`src/rtl/bram_to_axi_rd_pkg.sv`:
```
// bram_to_axi_rd_pkg: shared burst/response encodings and FSM state type
package bram_to_axi_rd_pkg;

    localparam logic [1:0] BURST_FIXED = 2'b00;
    localparam logic [1:0] BURST_INCR  = 2'b01;
    localparam logic [1:0] BURST_WRAP  = 2'b10;
    localparam logic [1:0] BURST_RSVD  = 2'b11;

    localparam logic [1:0] RESP_OKAY   = 2'b00;
    localparam logic [1:0] RESP_SLVERR = 2'b10;

    typedef enum logic {
        ST_IDLE  = 1'b0,
        ST_BURST = 1'b1
    } state_e;

endpackage

```
`src/rtl/rd_skid_fifo.sv`:
```
// rd_skid_fifo: small circular FIFO holding returned read beats ahead of the R channel
module rd_skid_fifo #(
    parameter int WIDTH = 8,
    parameter int DEPTH = 2
) (
    input  logic                       clk,
    input  logic                       rst_n,
    input  logic                       push_i,
    input  logic [WIDTH-1:0]           din_i,
    input  logic                       pop_i,
    output logic [WIDTH-1:0]           dout_o,
    output logic                       empty_o,
    output logic [$clog2(DEPTH+1)-1:0] count_o
);

    localparam int PW = (DEPTH > 1) ? $clog2(DEPTH) : 1;
    localparam int CW = $clog2(DEPTH + 1);

    logic [WIDTH-1:0] mem_q [DEPTH];
    logic [PW-1:0]    wr_q;
    logic [PW-1:0]    rd_q;
    logic [CW-1:0]    cnt_q;
    logic             do_push;
    logic             do_pop;

    assign do_pop  = pop_i && (cnt_q != '0);
    assign do_push = push_i && ((cnt_q != CW'(DEPTH)) || do_pop);
    assign dout_o  = mem_q[rd_q];
    assign empty_o = (cnt_q == '0);
    assign count_o = cnt_q;

    // Storage is data-only and needs no reset; validity lives in cnt_q
    always_ff @(posedge clk) begin
        if (do_push) mem_q[wr_q] <= din_i;
    end

    // Pointer and occupancy bookkeeping; push+pop together leaves occupancy unchanged
    always_ff @(posedge clk or negedge rst_n) begin
        if (!rst_n) begin
            wr_q  <= '0;
            rd_q  <= '0;
            cnt_q <= '0;
        end else begin
            if (do_push) wr_q <= (wr_q == PW'(DEPTH - 1)) ? '0 : wr_q + PW'(1);
            if (do_pop)  rd_q <= (rd_q == PW'(DEPTH - 1)) ? '0 : rd_q + PW'(1);
            cnt_q <= cnt_q + CW'(do_push) - CW'(do_pop);
        end
    end

endmodule

```
`src/rtl/bram_to_axi_rd.sv`:
```
// bram_to_axi_rd: AXI4 read slave serving single bursts from a BRAM port with credit-limited issue
module bram_to_axi_rd
    import bram_to_axi_rd_pkg::*;
#(
    parameter int C_S_AXI_ID_WIDTH     = 16,
    parameter int C_S_AXI_DATA_WIDTH   = 128,
    parameter int C_S_AXI_ADDR_WIDTH   = 14,
    parameter int C_S_AXI_ARUSER_WIDTH = 8,
    parameter int BRAM_RD_LATENCY      = 1
) (
    input  logic                              S_AXI_ACLK,
    input  logic                              S_AXI_ARESETN,
    input  logic [C_S_AXI_ID_WIDTH-1:0]       S_AXI_ARID,
    input  logic [C_S_AXI_ADDR_WIDTH-1:0]     S_AXI_ARADDR,
    input  logic [7:0]                        S_AXI_ARLEN,
    input  logic [1:0]                        S_AXI_ARBURST,
    input  logic [C_S_AXI_ARUSER_WIDTH-1:0]   S_AXI_ARUSER,
    input  logic                              S_AXI_ARVALID,
    output logic                              S_AXI_ARREADY,
    output logic [C_S_AXI_ID_WIDTH-1:0]       S_AXI_RID,
    output logic [C_S_AXI_DATA_WIDTH-1:0]     S_AXI_RDATA,
    output logic [1:0]                        S_AXI_RRESP,
    output logic                              S_AXI_RLAST,
    output logic                              S_AXI_RVALID,
    input  logic                              S_AXI_RREADY,
    output logic                              bram_clk,
    output logic                              bram_rst,
    output logic                              bram_en,
    output logic [C_S_AXI_ADDR_WIDTH-1:0]     bram_addr,
    output logic [C_S_AXI_DATA_WIDTH/8-1:0]   bram_we,
    input  logic [C_S_AXI_DATA_WIDTH-1:0]     bram_din,
    output logic                              rd_start,
    output logic [C_S_AXI_ARUSER_WIDTH-1:0]   size,
    input  logic                              data_ready
);

    localparam int AW    = C_S_AXI_ADDR_WIDTH;
    localparam int DW    = C_S_AXI_DATA_WIDTH;
    localparam int LAT   = BRAM_RD_LATENCY;
    localparam int DEPTH = LAT + 1;
    localparam int CW    = $clog2(DEPTH + 1);
    localparam int LSB   = $clog2(DW / 8);
    localparam logic [AW-1:0] ONE  = AW'(1);
    localparam logic [AW-1:0] STEP = AW'(DW / 8);

    state_e                          state_q, state_d;
    logic                            arready_q, arready_d;
    logic [C_S_AXI_ID_WIDTH-1:0]     id_q, id_d;
    logic [7:0]                      len_q, len_d;
    logic [1:0]                      burst_q, burst_d;
    logic [C_S_AXI_ARUSER_WIDTH-1:0] size_q, size_d;
    logic [AW-1:0]                   addr_q, addr_d;
    logic [8:0]                      issued_q, issued_d;
    logic                            rd_start_q;
    logic [LAT-1:0]                  pv_q;
    logic [LAT-1:0]                  pl_q;

    logic            ar_hs, r_hs, done, err, issue, rvalid;
    logic [CW-1:0]   cnt, infl;
    logic [CW:0]     credit;
    logic [DW:0]     head;
    logic [AW-1:0]   wrap_mask, next_addr;

    assign ar_hs     = S_AXI_ARVALID && arready_q;
    assign err       = (burst_q == BURST_RSVD);
    assign r_hs      = rvalid && S_AXI_RREADY;
    assign done      = r_hs && head[DW];
    assign credit    = (CW + 1)'(cnt) - (CW + 1)'(r_hs) + (CW + 1)'(infl);
    assign issue     = (state_q == ST_BURST) && (issued_q <= {1'b0, len_q}) && data_ready &&
                       (credit < (CW + 1)'(DEPTH));
    assign wrap_mask = ((AW'(len_q) + ONE) << LSB) - ONE;
    assign next_addr = (burst_q == BURST_FIXED) ? addr_q :
                       (burst_q == BURST_WRAP)  ? ((addr_q & ~wrap_mask) | ((addr_q + STEP) & wrap_mask)) :
                                                  addr_q + STEP;

    // Reads still travelling through the BRAM pipeline count against FIFO space
    always_comb begin
        infl = '0;
        for (int i = 0; i < LAT; i++) infl = infl + CW'(pv_q[i]);
    end

    // Next state: accept AR, advance address/beat count per issued read, retire on final beat
    always_comb begin
        state_d  = state_q;
        id_d     = id_q;
        len_d    = len_q;
        burst_d  = burst_q;
        size_d   = size_q;
        addr_d   = addr_q;
        issued_d = issued_q;
        if (ar_hs) begin
            state_d  = ST_BURST;
            id_d     = S_AXI_ARID;
            len_d    = S_AXI_ARLEN;
            burst_d  = S_AXI_ARBURST;
            size_d   = S_AXI_ARUSER;
            addr_d   = S_AXI_ARADDR & ~(STEP - ONE);
            issued_d = '0;
        end else begin
            if (issue) begin
                addr_d   = next_addr;
                issued_d = issued_q + 9'd1;
            end
            if (done) begin
                state_d = ST_IDLE;
                size_d  = '0;
            end
        end
        arready_d = (state_d == ST_IDLE);
    end

    // Control registers; ARREADY stays low through reset and rises on the first edge after
    always_ff @(posedge S_AXI_ACLK or negedge S_AXI_ARESETN) begin
        if (!S_AXI_ARESETN) begin
            state_q    <= ST_IDLE;
            arready_q  <= 1'b0;
            id_q       <= '0;
            len_q      <= '0;
            burst_q    <= '0;
            size_q     <= '0;
            addr_q     <= '0;
            issued_q   <= '0;
            rd_start_q <= 1'b0;
        end else begin
            state_q    <= state_d;
            arready_q  <= arready_d;
            id_q       <= id_d;
            len_q      <= len_d;
            burst_q    <= burst_d;
            size_q     <= size_d;
            addr_q     <= addr_d;
            issued_q   <= issued_d;
            rd_start_q <= ar_hs;
        end
    end

    // Delay line matching BRAM latency: marks when bram_din is valid and whether it is the last beat
    always_ff @(posedge S_AXI_ACLK or negedge S_AXI_ARESETN) begin
        if (!S_AXI_ARESETN) begin
            pv_q <= '0;
            pl_q <= '0;
        end else begin
            pv_q[0] <= issue;
            pl_q[0] <= (issued_q == {1'b0, len_q});
            for (int i = 1; i < LAT; i++) begin
                pv_q[i] <= pv_q[i-1];
                pl_q[i] <= pl_q[i-1];
            end
        end
    end

    rd_skid_fifo #(
        .WIDTH (DW + 1),
        .DEPTH (DEPTH)
    ) u_fifo (
        .clk     (S_AXI_ACLK),
        .rst_n   (S_AXI_ARESETN),
        .push_i  (pv_q[LAT-1]),
        .din_i   ({pl_q[LAT-1], err ? {DW{1'b0}} : bram_din}),
        .pop_i   (r_hs),
        .dout_o  (head),
        .empty_o (),
        .count_o (cnt)
    );

    assign rvalid        = (cnt != '0);
    assign S_AXI_ARREADY = arready_q;
    assign S_AXI_RVALID  = rvalid;
    assign S_AXI_RDATA   = rvalid ? head[DW-1:0] : '0;
    assign S_AXI_RLAST   = rvalid && head[DW];
    assign S_AXI_RRESP   = (rvalid && err) ? RESP_SLVERR : RESP_OKAY;
    assign S_AXI_RID     = id_q;
    assign bram_clk      = S_AXI_ACLK;
    assign bram_rst      = ~S_AXI_ARESETN;
    assign bram_en       = issue && !err;
    assign bram_addr     = addr_q;
    assign bram_we       = '0;
    assign rd_start      = rd_start_q;
    assign size          = size_q;

endmodule

```
`config.mk`:
```
export PLATFORM = sky130hd
export DESIGN_NAME = bram_to_axi_rd
export DESIGN_NICKNAME = d
export VERILOG_FILES = /design/src/rtl/bram_to_axi_rd_pkg.sv /design/src/rtl/rd_skid_fifo.sv /design/src/rtl/bram_to_axi_rd.sv
export SDC_FILE = /design/constraint.sdc
export NUM_CORES = 1
export LEC_CHECK = 0
export CORE_MARGIN = 2
export CORE_UTILIZATION = 45
export CTS_BUF_LIST = sky130_fd_sc_hd__clkbuf_8 sky130_fd_sc_hd__clkbuf_16
export DETAILED_ROUTE_END_ITERATION = 6
export PLACE_DENSITY = 0.76
export SLEW_MARGIN = 20
export SYNTH_ARGS = -nofsm -noshare
export SYNTH_HDL_FRONTEND = slang
export SYNTH_HIERARCHICAL = 1
export SYNTH_SLANG_ARGS = --single-unit
```
`constraint.sdc`:
```
create_clock -name S_AXI_ACLK -period 16.7 [get_ports S_AXI_ACLK]
set_input_delay 3.34 -clock S_AXI_ACLK [delete_from_list [all_inputs] [get_ports S_AXI_ACLK]]
set_output_delay 3.34 -clock S_AXI_ACLK [all_outputs]
set_load 0.1 [all_outputs]
```
==> impl.org, run 1 <==
** Clocking
- Clock-pin slew was measured on the worst setup and hold paths at 0.06 ns.
- Setup bufs post-CTS :: 0
- Hold-fix buffers, CTS :: 0
- Clock tree from TritonCTS :: done
- Clock latency on the worst-skew pair :: 0.62 ns
- Count of cells resized by post-cts repair :: 0

** Yosys
- Synthesis produced 1,096 cells.
- After synthesis the cells add up to 14,700 um2.
- During synthesis, Yosys emitted a total of 6 warnings.
- After synthesis, the mean cell area works out to 13.4 um2.

** Critical path
- Reg-to-Reg Start :: u_fifo/count_o[0]
- Largest driver fanout on the critical path :: 2
- At the worst endpoint, the arrival time is 9.55 ns.
- Critical path origin :: S_AXI_ACLK
- The worst setup path is launched from a clock port.
- The worst setup path is of the clock port to output pin kind.
- Required time of the critical path :: 13.36 ns
- Crit end category :: output pin

** Floorplan
- The die covers 34,100 um2.
- The die is 185 um tall.
- Chip width :: 185 um
- Top-Level Pins :: 372
- Effective utilization at floorplan :: 45.4%
- Row generation in the floorplan step produced 66 rows.
- The core region is 32,300 um2.

** Detailed routing
- The final layout contains routed wiring with a total length of 35,200 um.
- The first routing iteration left 700 violations.
- The count of nets left with antenna violations once routing finished came out at 0.
- Dividing the detail-routed via count by the number of cells gives 5.04.
- Pre-antenna DRT Iters :: 4
- Dividing the detail-routed wire length by the instance count gives 18.5 um.
- Summing over every cut layer, the via total after detailed routing is 9,601.
- Remaining routing DRC violations :: 0

** Timing
- Slew Limit Headroom :: 25.9%
- Final count of pins violating max slew :: 0
- Setup repair after global routing left no endpoint under its margin.
- Final Setup Violations :: 0
- On the final layout, the worst clock skew is 0.00997 ns.
- Aggregate negative setup slack :: 0 ns
- The number of hold-slack violations in the final timing report was 0.
- At the pin with the least slew margin, the transition time is 1.11 ns.

** Place
- Area post-placement :: 18,400 um2
- Placer's final routability congestion estimate :: 0.840
- After legalization and detailed placement, the total HPWL measured 22,900 um.
- In this run the tool buffered the top-level ports with 346 buffer cells.

** Layout
- The finished cells cover 19,600 um2.
- The area growth from synthesis to layout is 33.7%.
- After filler insertion, the fill cell instance count of the layout stands at 2,543.
- In the final layout, the share of cells above drive strength 1 is 14.3%.
- At the end of the flow, the number of nets in the layout was 1,633.

** Global route
- Entering global routing, the biggest net connects 117 pins.
- Antenna violations before repair :: 3
- The via count of the first global-routing pass came to 9,745.
- First-pass GRT wire length :: 53,300 um
- Global routing used 20.3% of the available tracks across all layers.
- GRT overflow :: 0

** Hold path
- In this run the most critical hold path is launched from pl_q.
- Min-delay worst type :: flop to flop

** Flow run
- Max-Cap Viols :: 0

** Status
- The run finished with clean final reports.
[cells in the final DEF, fill, tap and decap left out, types with 16 or more instances in the layout]
| master | count |
|---|---|
| sky130_fd_sc_hd__nor2_1 | 27 |
| sky130_fd_sc_hd__conb_1 | 21 |
| sky130_fd_sc_hd__clkdlybuf4s50_1 | 345 |
| sky130_fd_sc_hd__edfxtp_1 | 258 |
| sky130_fd_sc_hd__nor2b_1 | 135 |
| sky130_fd_sc_hd__and2_1 | 131 |
| sky130_fd_sc_hd__nand2_1 | 83 |
| sky130_fd_sc_hd__clkbuf_16 | 40 |
| sky130_fd_sc_hd__dfrtp_1 | 61 |
| sky130_fd_sc_hd__xnor2_1 | 16 |
| sky130_fd_sc_hd__mux2_2 | 131 |
| sky130_fd_sc_hd__inv_1 | 23 |
[sequential cells by signal, indices dropped and copies added (netlist names), 2 cells and up]
| name | cells |
|---|---|
| issued_q | 9 |
| S_AXI_RID | 16 |
| bram_addr | 10 |
| u_fifo/count_o | 2 |
| u_fifo/mem_q | 258 |
| len_q | 8 |
| burst_q | 2 |
| size | 8 |
[cell type report]
| cell class | count | area (um2) | area share, % |
|---|---|---|---|
| Clock inverter | 23 | 125 | 0.638 |
| Multi-Input combinational cell | 697 | 4930 | 25.1 |
| Clock buffer | 43 | 1040 | 5.29 |
| Inverter | 20 | 75.1 | 0.383 |
| Tap cell | 442 | 553 | 2.82 |
| Timing Repair Buffer | 359 | 3590 | 18.3 |
| Sequential cell | 320 | 9300 | 47.4 |
| Antenna cell | 1 | 2.50 | 0.0128 |
[worst max-delay path, stage by stage]
cell	delay [ns]
sky130_fd_sc_hd__clkbuf_16	0.12
sky130_fd_sc_hd__clkbuf_16	0.13
sky130_fd_sc_hd__clkdlybuf4s50_1	0.96
[path summary, 6_finish.rpt]
path                                        end  cells past startpoint  slack (ns)
setup reg to reg                  bram_addr[13]                     11       12.30
max in group asynchronous           u_fifo/rd_q                      2       13.19
hold / removal             u_fifo/mem_q[1][128]                      0        0.45
setup / recovery                       bram_clk                      3        3.81
hold reg to reg            u_fifo/mem_q[1][128]                      0        0.45
min in group asynchronous              len_q[5]                      2        2.91
[stage by stage]
step / utilization (%) / worst slack, ns / hold WS [ns] / instances
after CTS: 60.7 / 3.80 / 0.445 / 1903
after detailed placement: 57.1 / 4.07 / 0.432 / 1838
after floorplan: - / 4.80 / 0.420 / 1116
final: 60.7 / 3.81 / 0.446 / 1905
after global routing: 60.7 / 3.79 / 0.479 / 1905
after global placement: 57.0 / 4.07 / 0.422 / 1837
[per-layer routing]
layer | wire length [um] | share of wire (%) | GRT usage (%)
met1 | 14600 | 41 | 25.7
met5 | 27 | 0.077 | 0
met3 | 2940 | 8.3 | 6.01
met2 | 16800 | 48 | 33.2
met4 | 864 | 2.5 | 7.23
Power of run 1 is left out: the tool's default activity adds up to more than one toggle a clock period on the data nets, which glitch-free logic cannot reach.
==> inputs of run 2 (changes only) <==
--- a/config.mk
+++ b/config.mk
@@ -9,7 +9,7 @@
 export CORE_UTILIZATION = 45
 export CTS_BUF_LIST = sky130_fd_sc_hd__clkbuf_8 sky130_fd_sc_hd__clkbuf_16
 export DETAILED_ROUTE_END_ITERATION = 6
-export PLACE_DENSITY = 0.76
+export PLACE_DENSITY = 0.79
 export SLEW_MARGIN = 20
 export SYNTH_ARGS = -nofsm -noshare
 export SYNTH_HDL_FRONTEND = slang
==> constraint.sdc (replaced) <==
create_clock -name S_AXI_ACLK -period 10.75 [get_ports S_AXI_ACLK]
set_input_delay 2.15 -clock S_AXI_ACLK [delete_from_list [all_inputs] [get_ports S_AXI_ACLK]]
set_output_delay 2.15 -clock S_AXI_ACLK [all_outputs]
set_load 0.1 [all_outputs]
==> impl.org, run 2 (synthesis results as in run 1) <==
** Status
- Run status :: complete, no violations

** Timing
- The number of hold-slack violations in the final timing report came to 0.
- Final count of pins violating max slew :: 0
- Worst Clk Skew :: 0.00805 ns
- For the pin with the worst max-slew slack, the measured transition is 1.06 ns.
- Hold timing on the final database bottoms out at a slack of 0.456 ns.
- Final Setup Violations :: 0
- The worst pin sits at a relative slew slack of 29.4%.
- Setup repair after global routing left no endpoint under its margin.
- Aggregate negative setup slack :: 0 ns

** Detailed routing
- Remaining routing DRC violations :: 0
- Wire length on met3 :: 2800 um
- In this run, the number of DRC markers left after iteration 0 of detailed routing was 589.
- After detailed routing, the wire length on met1 is 14,500 um.
- Wire segments on met2 add up to 17,100 um in the final route.
- Number of vias after detailed routing :: 9,642
- Wire length per cell after detailed routing :: 18.4 um
- The detailed router used layers up to and including met5.
- Total detailed-routing wirelength :: 35,200 um
- Using the TritonRoute via totals, the vias-per-cell ratio works out to 5.05.
- Number of nets with antenna violations after detailed routing :: 0
- For this run, the detailed router's first-pass iteration total came to 7.

** Global route
- Aggregate global-route resource usage :: 20.2%
- Via count of the first global-routing pass :: 9,931
- GRT overflow :: 0
- The number of antenna violations at the first check in global routing was 3.
- The first global-routing pass estimated 53,700 um of wire.
- Entering global routing, the biggest net connects 78 pins.

** Floorplan
- Chip width :: 185 um
- Effective utilization at floorplan :: 45.4%
- Die Area :: 34,100 um2
- The die is 185 um tall.
- Number of rows in the core area :: 66
- Top-Level Pins :: 372
- After floorplanning, the core was sized to cover 32,300 um2.

** Critical path
- The worst setup path is captured at an output pin.
- For the worst setup path, the data arrival time is 6.59 ns.
- Required time of the critical path :: 8.60 ns
- STA classifies the critical path startpoint as a clock port.
- By startpoint and endpoint, the worst setup path is classified as clock port to output pin.
- Along the worst path, the maximum fanout reaches 2.

** Clocking
- Count of cells resized by post-cts repair :: 0
- After clock tree synthesis, the setup repair step added 0 buffers.
- The clock reaches the later pin of the worst-skew pair after 0.62 ns.
- Post-CTS clock slew at the launch and capture registers of the worst setup and hold paths :: 0.06 ns
- In this run, post-CTS hold repair placed 0 buffers.
- Clock tree from TritonCTS :: done

** Layout
- In the final design database the tool counted 1,631 nets.
- Share of post-route cells with drive strength above 1 :: 14.4%
- Highest-count cells in the layout ignoring fill and taps :: 345 x sky130_fd_sc_hd__clkdlybuf4s50_1, 258 x sky130_fd_sc_hd__edfxtp_1, 135 x sky130_fd_sc_hd__nor2b_1
- Layout fillers :: 2,453
- Flip-flop count of the largest register, all copies and words added :: 258
- Largest reg by FF count :: u_fifo/mem_q
- The library cell used most frequently in the layout, excluding fill and tap cells, is sky130_fd_sc_hd__clkdlybuf4s50_1.
- Signed area change from the synthesized netlist to the final layout :: 33.9%

** Place
- HPWL after detailed placement :: 23,000 um
- Placer's final routability congestion estimate :: 0.912
- Buffers on Ports :: 346

** Flow run
- The tool flagged a number of max-cap violations equal to 0.

** Hold path
- Min-delay worst type :: flop to flop
==> run 2: cell types whose count changed in the layout (fill, tap and decap cells not counted), sizes merged <==
cell and delta:
inv +3, buf -2, clkinv -3, clkbuf +2, diode +1, bufinv +2
==> run 2: per-stage QoR <==
| stage | util [%] | worst slack, ns | std cells | cell area, um2 |
|---|---|---|---|---|
| after global routing | 60.8 | 1.90 | 1907 | 19600 |
| after detailed placement | 57.0 | 2.21 | 1837 | 18400 |
| after floorplan | - | 2.16 | 1116 | 14700 |
| after CTS | 60.8 | 2.01 | 1906 | 19600 |
| after global placement | 57.0 | 2.29 | 1837 | 18400 |
| final | 60.8 | 2.01 | 1908 | 19600 |
==> run 2: final cells by class <==
type                       count  area (um2)  area share [%]
clock buffer                  45        1070            5.43
multi-input combinational    697        4930            25.1
timing repair buffer         357        3540            18.0
clock inverter                25         169           0.860
inverter                      20        75.1           0.382
antenna                        2        5.00          0.0255
tap                          442         553            2.82
sequential                   320        9300            47.4
==> run 2: worst paths after layout <==
check                                        from                    to  slack [ns]  cells after the start
min in group asynchronous           S_AXI_ARESETN               size[6]        1.57                      2
worst max-delay path                   S_AXI_ACLK              bram_clk        2.01                      3
worst min-delay path                         pl_q  u_fifo/mem_q[1][128]        0.46                      0
max in group asynchronous           S_AXI_ARESETN               size[2]        8.39                      3
worst min register to register               pl_q  u_fifo/mem_q[1][128]        0.46                      0
worst max register to register  u_fifo/count_o[0]         bram_addr[13]        6.82                     10
==> run 2: worst max-delay path: stages <==
cell and delay, ns:
sky130_fd_sc_hd__clkbuf_16 0.12, sky130_fd_sc_hd__clkbuf_16 0.13, sky130_fd_sc_hd__clkdlybuf4s50_1 0.96
==> run 2: per-layer routing <==
metal	vias up	global-route usage, %
met3	58	5.81
met1	4714	25.4
met4	4	6.27
met5	-	0
met2	371	33.9
li1	4495	-
Power of run 2 is left out for the same reason.
==> inputs of run 3 (changes only) <==
--- a/config.mk
+++ b/config.mk
@@ -9,7 +9,7 @@
 export CORE_UTILIZATION = 45
 export CTS_BUF_LIST = sky130_fd_sc_hd__clkbuf_8 sky130_fd_sc_hd__clkbuf_16
 export DETAILED_ROUTE_END_ITERATION = 6
-export PLACE_DENSITY = 0.79
+export PLACE_DENSITY = 0.76
 export SLEW_MARGIN = 20
 export SYNTH_ARGS = -nofsm -noshare
 export SYNTH_HDL_FRONTEND = slang
==> constraint.sdc (replaced) <==
create_clock -name S_AXI_ACLK -period 9.1 [get_ports S_AXI_ACLK]
set_input_delay 1.82 -clock S_AXI_ACLK [delete_from_list [all_inputs] [get_ports S_AXI_ACLK]]
set_output_delay 1.82 -clock S_AXI_ACLK [all_outputs]
set_load 0.1 [all_outputs]
==> impl.org, run 3 (synthesis results as in run 1) <==
** Status
- Run status :: complete, no violations

** Timing
- Setup violations remaining at the end of the flow were counted as 0.
- Across the routed clock network, the largest skew measured is 0.0143 ns.
- Unrepaired setup endpoints after global routing :: false
- For the final routed database, the setup TNS stands at 0 ns.
- Final count of pins violating max slew :: 0
- Share of the cycle needed by the critical path after routing :: 85.6%
- Slew Limit Headroom :: 29.1%
- Counting I/O delays and the setup requirement, the final critical path takes 7.79 ns.
- Derived from the worst setup path, the maximum achievable clock frequency is 128 MHz.
- Slew at the pin with the worst max-slew slack :: 1.06 ns
- The number of hold-slack violations in the final timing report was 0.

** Floorplan
- From left edge to right edge, the die measures 185 um.
- Floorplan Core Area :: 32,300 um2
- The die is 185 um tall.
- Effective utilization at floorplan :: 45.4%
- In this run the count of I/O pins placed on the die edge is 372.
- The floorplan has 66 rows.
- The die covers 34,100 um2.

** Place
- After legalization and detailed placement, the total HPWL measured 23,000 um.
- At the end of routability-driven placement, the weighted congestion stood at 0.868.
- In this run the tool buffered the top-level ports with 346 buffer cells.

** Global route
- After global routing the overflow that remains totals 0.
- First-pass GRT wire length :: 53,100 um
- Met2 capacity usage during global routing :: 34.0%
- Via count of the first global-routing pass :: 9,814
- In the global route stage, overall resource usage came out at 20.1%.
- Fraction of met3 tracks used by global routing :: 6.46%
- Global routing used 24.2% of the available met1 tracks.
- Entering global routing, the biggest net connects 112 pins.
- In this run the most used layer during global routing was met2.
- The number of antenna violations at the first check in global routing was 4.

** Critical path
- For this run, the slowest stage of the critical path takes 1.18 ns.
- The setup path with the least slack is of type input port to output pin.
- The worst setup path is launched from an input port.
- On the critical path the largest part of the delay comes from buffers and inverters.
- The largest individual stage delay along the critical path comes from the cell sky130_fd_sc_hd__clkdlybuf4s50_1.
- Data on the critical path arrives at its endpoint at 5.97 ns.
- STA classifies the critical path endpoint as an output pin.
- Total buffers and inverters traversed by the critical path :: 2
- At the worst endpoint, the required time is 7.28 ns.
- Series of cell instances along the critical path :: clkdlybuf4s50_1 > nor2b_1 > ha_1 > nor2b_1 > fa_1 > nor4_1 > nand2_1 > a21oi_1 > clkdlybuf4s50_1
- Largest driver fanout on the critical path :: 6

** Layout
- Largest reg by FF count :: u_fifo/mem_q
- Count of nets after finishing :: 1,629
- The area growth from synthesis to layout is 34.0%.
- Share of post-route cells with drive strength above 1 :: 14.5%
- Leaving out fill and tap cells, the most frequent cell in the layout is sky130_fd_sc_hd__clkdlybuf4s50_1.
- The register with the most flip-flops in the layout has 258 of them.
- Layout fillers :: 2,513
- Highest-count cells in the layout ignoring fill and taps :: 345 x sky130_fd_sc_hd__clkdlybuf4s50_1, 258 x sky130_fd_sc_hd__edfxtp_1, 135 x sky130_fd_sc_hd__nor2b_1

** Flow run
- The tool flagged a number of max-cap violations equal to 0.

** Clocking
- Setup bufs post-CTS :: 0
- For the worst-skew pair, the clock arrives at the later sink with an insertion delay of 0.62 ns.
- Clock tree from TritonCTS :: done
- Hold-fix buffers, CTS :: 0
- The number of gates resized after CTS was 0.
- Post-CTS clock slew at the launch and capture registers of the worst setup and hold paths :: 0.06 ns

** Detailed routing
- The routed layout has 9,606 vias.
- Wire length per cell after detailed routing :: 18.5 um
- Pre-antenna DRT Iters :: 5
- Number of nets with antenna violations after detailed routing :: 0
- Using the TritonRoute via totals, the vias-per-cell ratio works out to 5.04.
- Total detailed-routing wirelength :: 35,300 um
- Count of routing violations after the opening detailed-route iteration :: 590
- In the routed design, unresolved DRC markers number 0.

** Hold path
- The tightest min-delay check is of the flop to flop type.
run 3: cell types whose count changed in the layout (fill, tap and decap cells not counted), sizes merged:
cell and change:
clkbuf -1, diode +1, clkinv +4, clkinvlp -1
buf -1, inv -5
run 3: worst paths after layout:
check	from	to	slack (ns)	cells after the start
setup / recovery	S_AXI_RREADY	bram_en	1.31	9
min in group asynchronous	S_AXI_ARESETN	rd_start	1.38	2
max in group asynchronous	S_AXI_ARESETN	u_fifo/rd_q	7.11	2
hold / removal	pl_q	u_fifo/mem_q[0][128]	0.46	0
setup reg to reg	u_fifo/count_o[0]	bram_addr[13]	4.79	11
hold reg to reg	pl_q	u_fifo/mem_q[0][128]	0.46	0
run 3: cell type report:
cell class	instances	area (um2)	share of cell area (%)
repair buffers	356	3560	18.1
diodes	3	7.51	0.0382
inverters	20	75.1	0.382
clock inverters	23	175	0.891
clock buffers	44	1050	5.35
multi-input cells	697	4930	25.1
flip-flops and latches	320	9300	47.3
well taps	442	553	2.81
run 3: metrics by stage:
step | hold WS (ns) | setup slack [ns] | util, % | cell area (um2) | std cells
after floorplan | 0.420 | 0.839 | - | 14700 | 1116
after global placement | 0.422 | 1.40 | 57.1 | 18400 | 1836
after detailed placement | 0.446 | 1.32 | 57.1 | 18400 | 1836
after CTS | 0.457 | 1.30 | 60.8 | 19600 | 1902
after global routing | 0.459 | 1.03 | 60.9 | 19600 | 1903
final | 0.456 | 1.31 | 60.9 | 19700 | 1905
run 3: worst reg2reg max path, stage by stage, from the launching register on:
cell	delay, ns
sky130_fd_sc_hd__dfrtp_1	0.49
sky130_fd_sc_hd__nor2_4	0.14
sky130_fd_sc_hd__buf_4	0.50
sky130_fd_sc_hd__nor2b_1	0.27
sky130_fd_sc_hd__ha_1	0.36
sky130_fd_sc_hd__nor2b_1	0.14
sky130_fd_sc_hd__fa_1	0.43
sky130_fd_sc_hd__or4_1	0.71
sky130_fd_sc_hd__or3_4	0.47
sky130_fd_sc_hd__a2111oi_4	0.38
sky130_fd_sc_hd__mux2i_1	0.23
sky130_fd_sc_hd__nand2_1	0.07
run 3: layer usage:
| metal | wire length [um] | vias up |
|---|---|---|
| met2 | 17300 | 362 |
| met4 | 834 | 2 |
| met1 | 14200 | 4682 |
| met3 | 3040 | 56 |
| li1 | - | 4504 |
| met5 | 13 | - |
Power of run 3 is left out for the same reason.
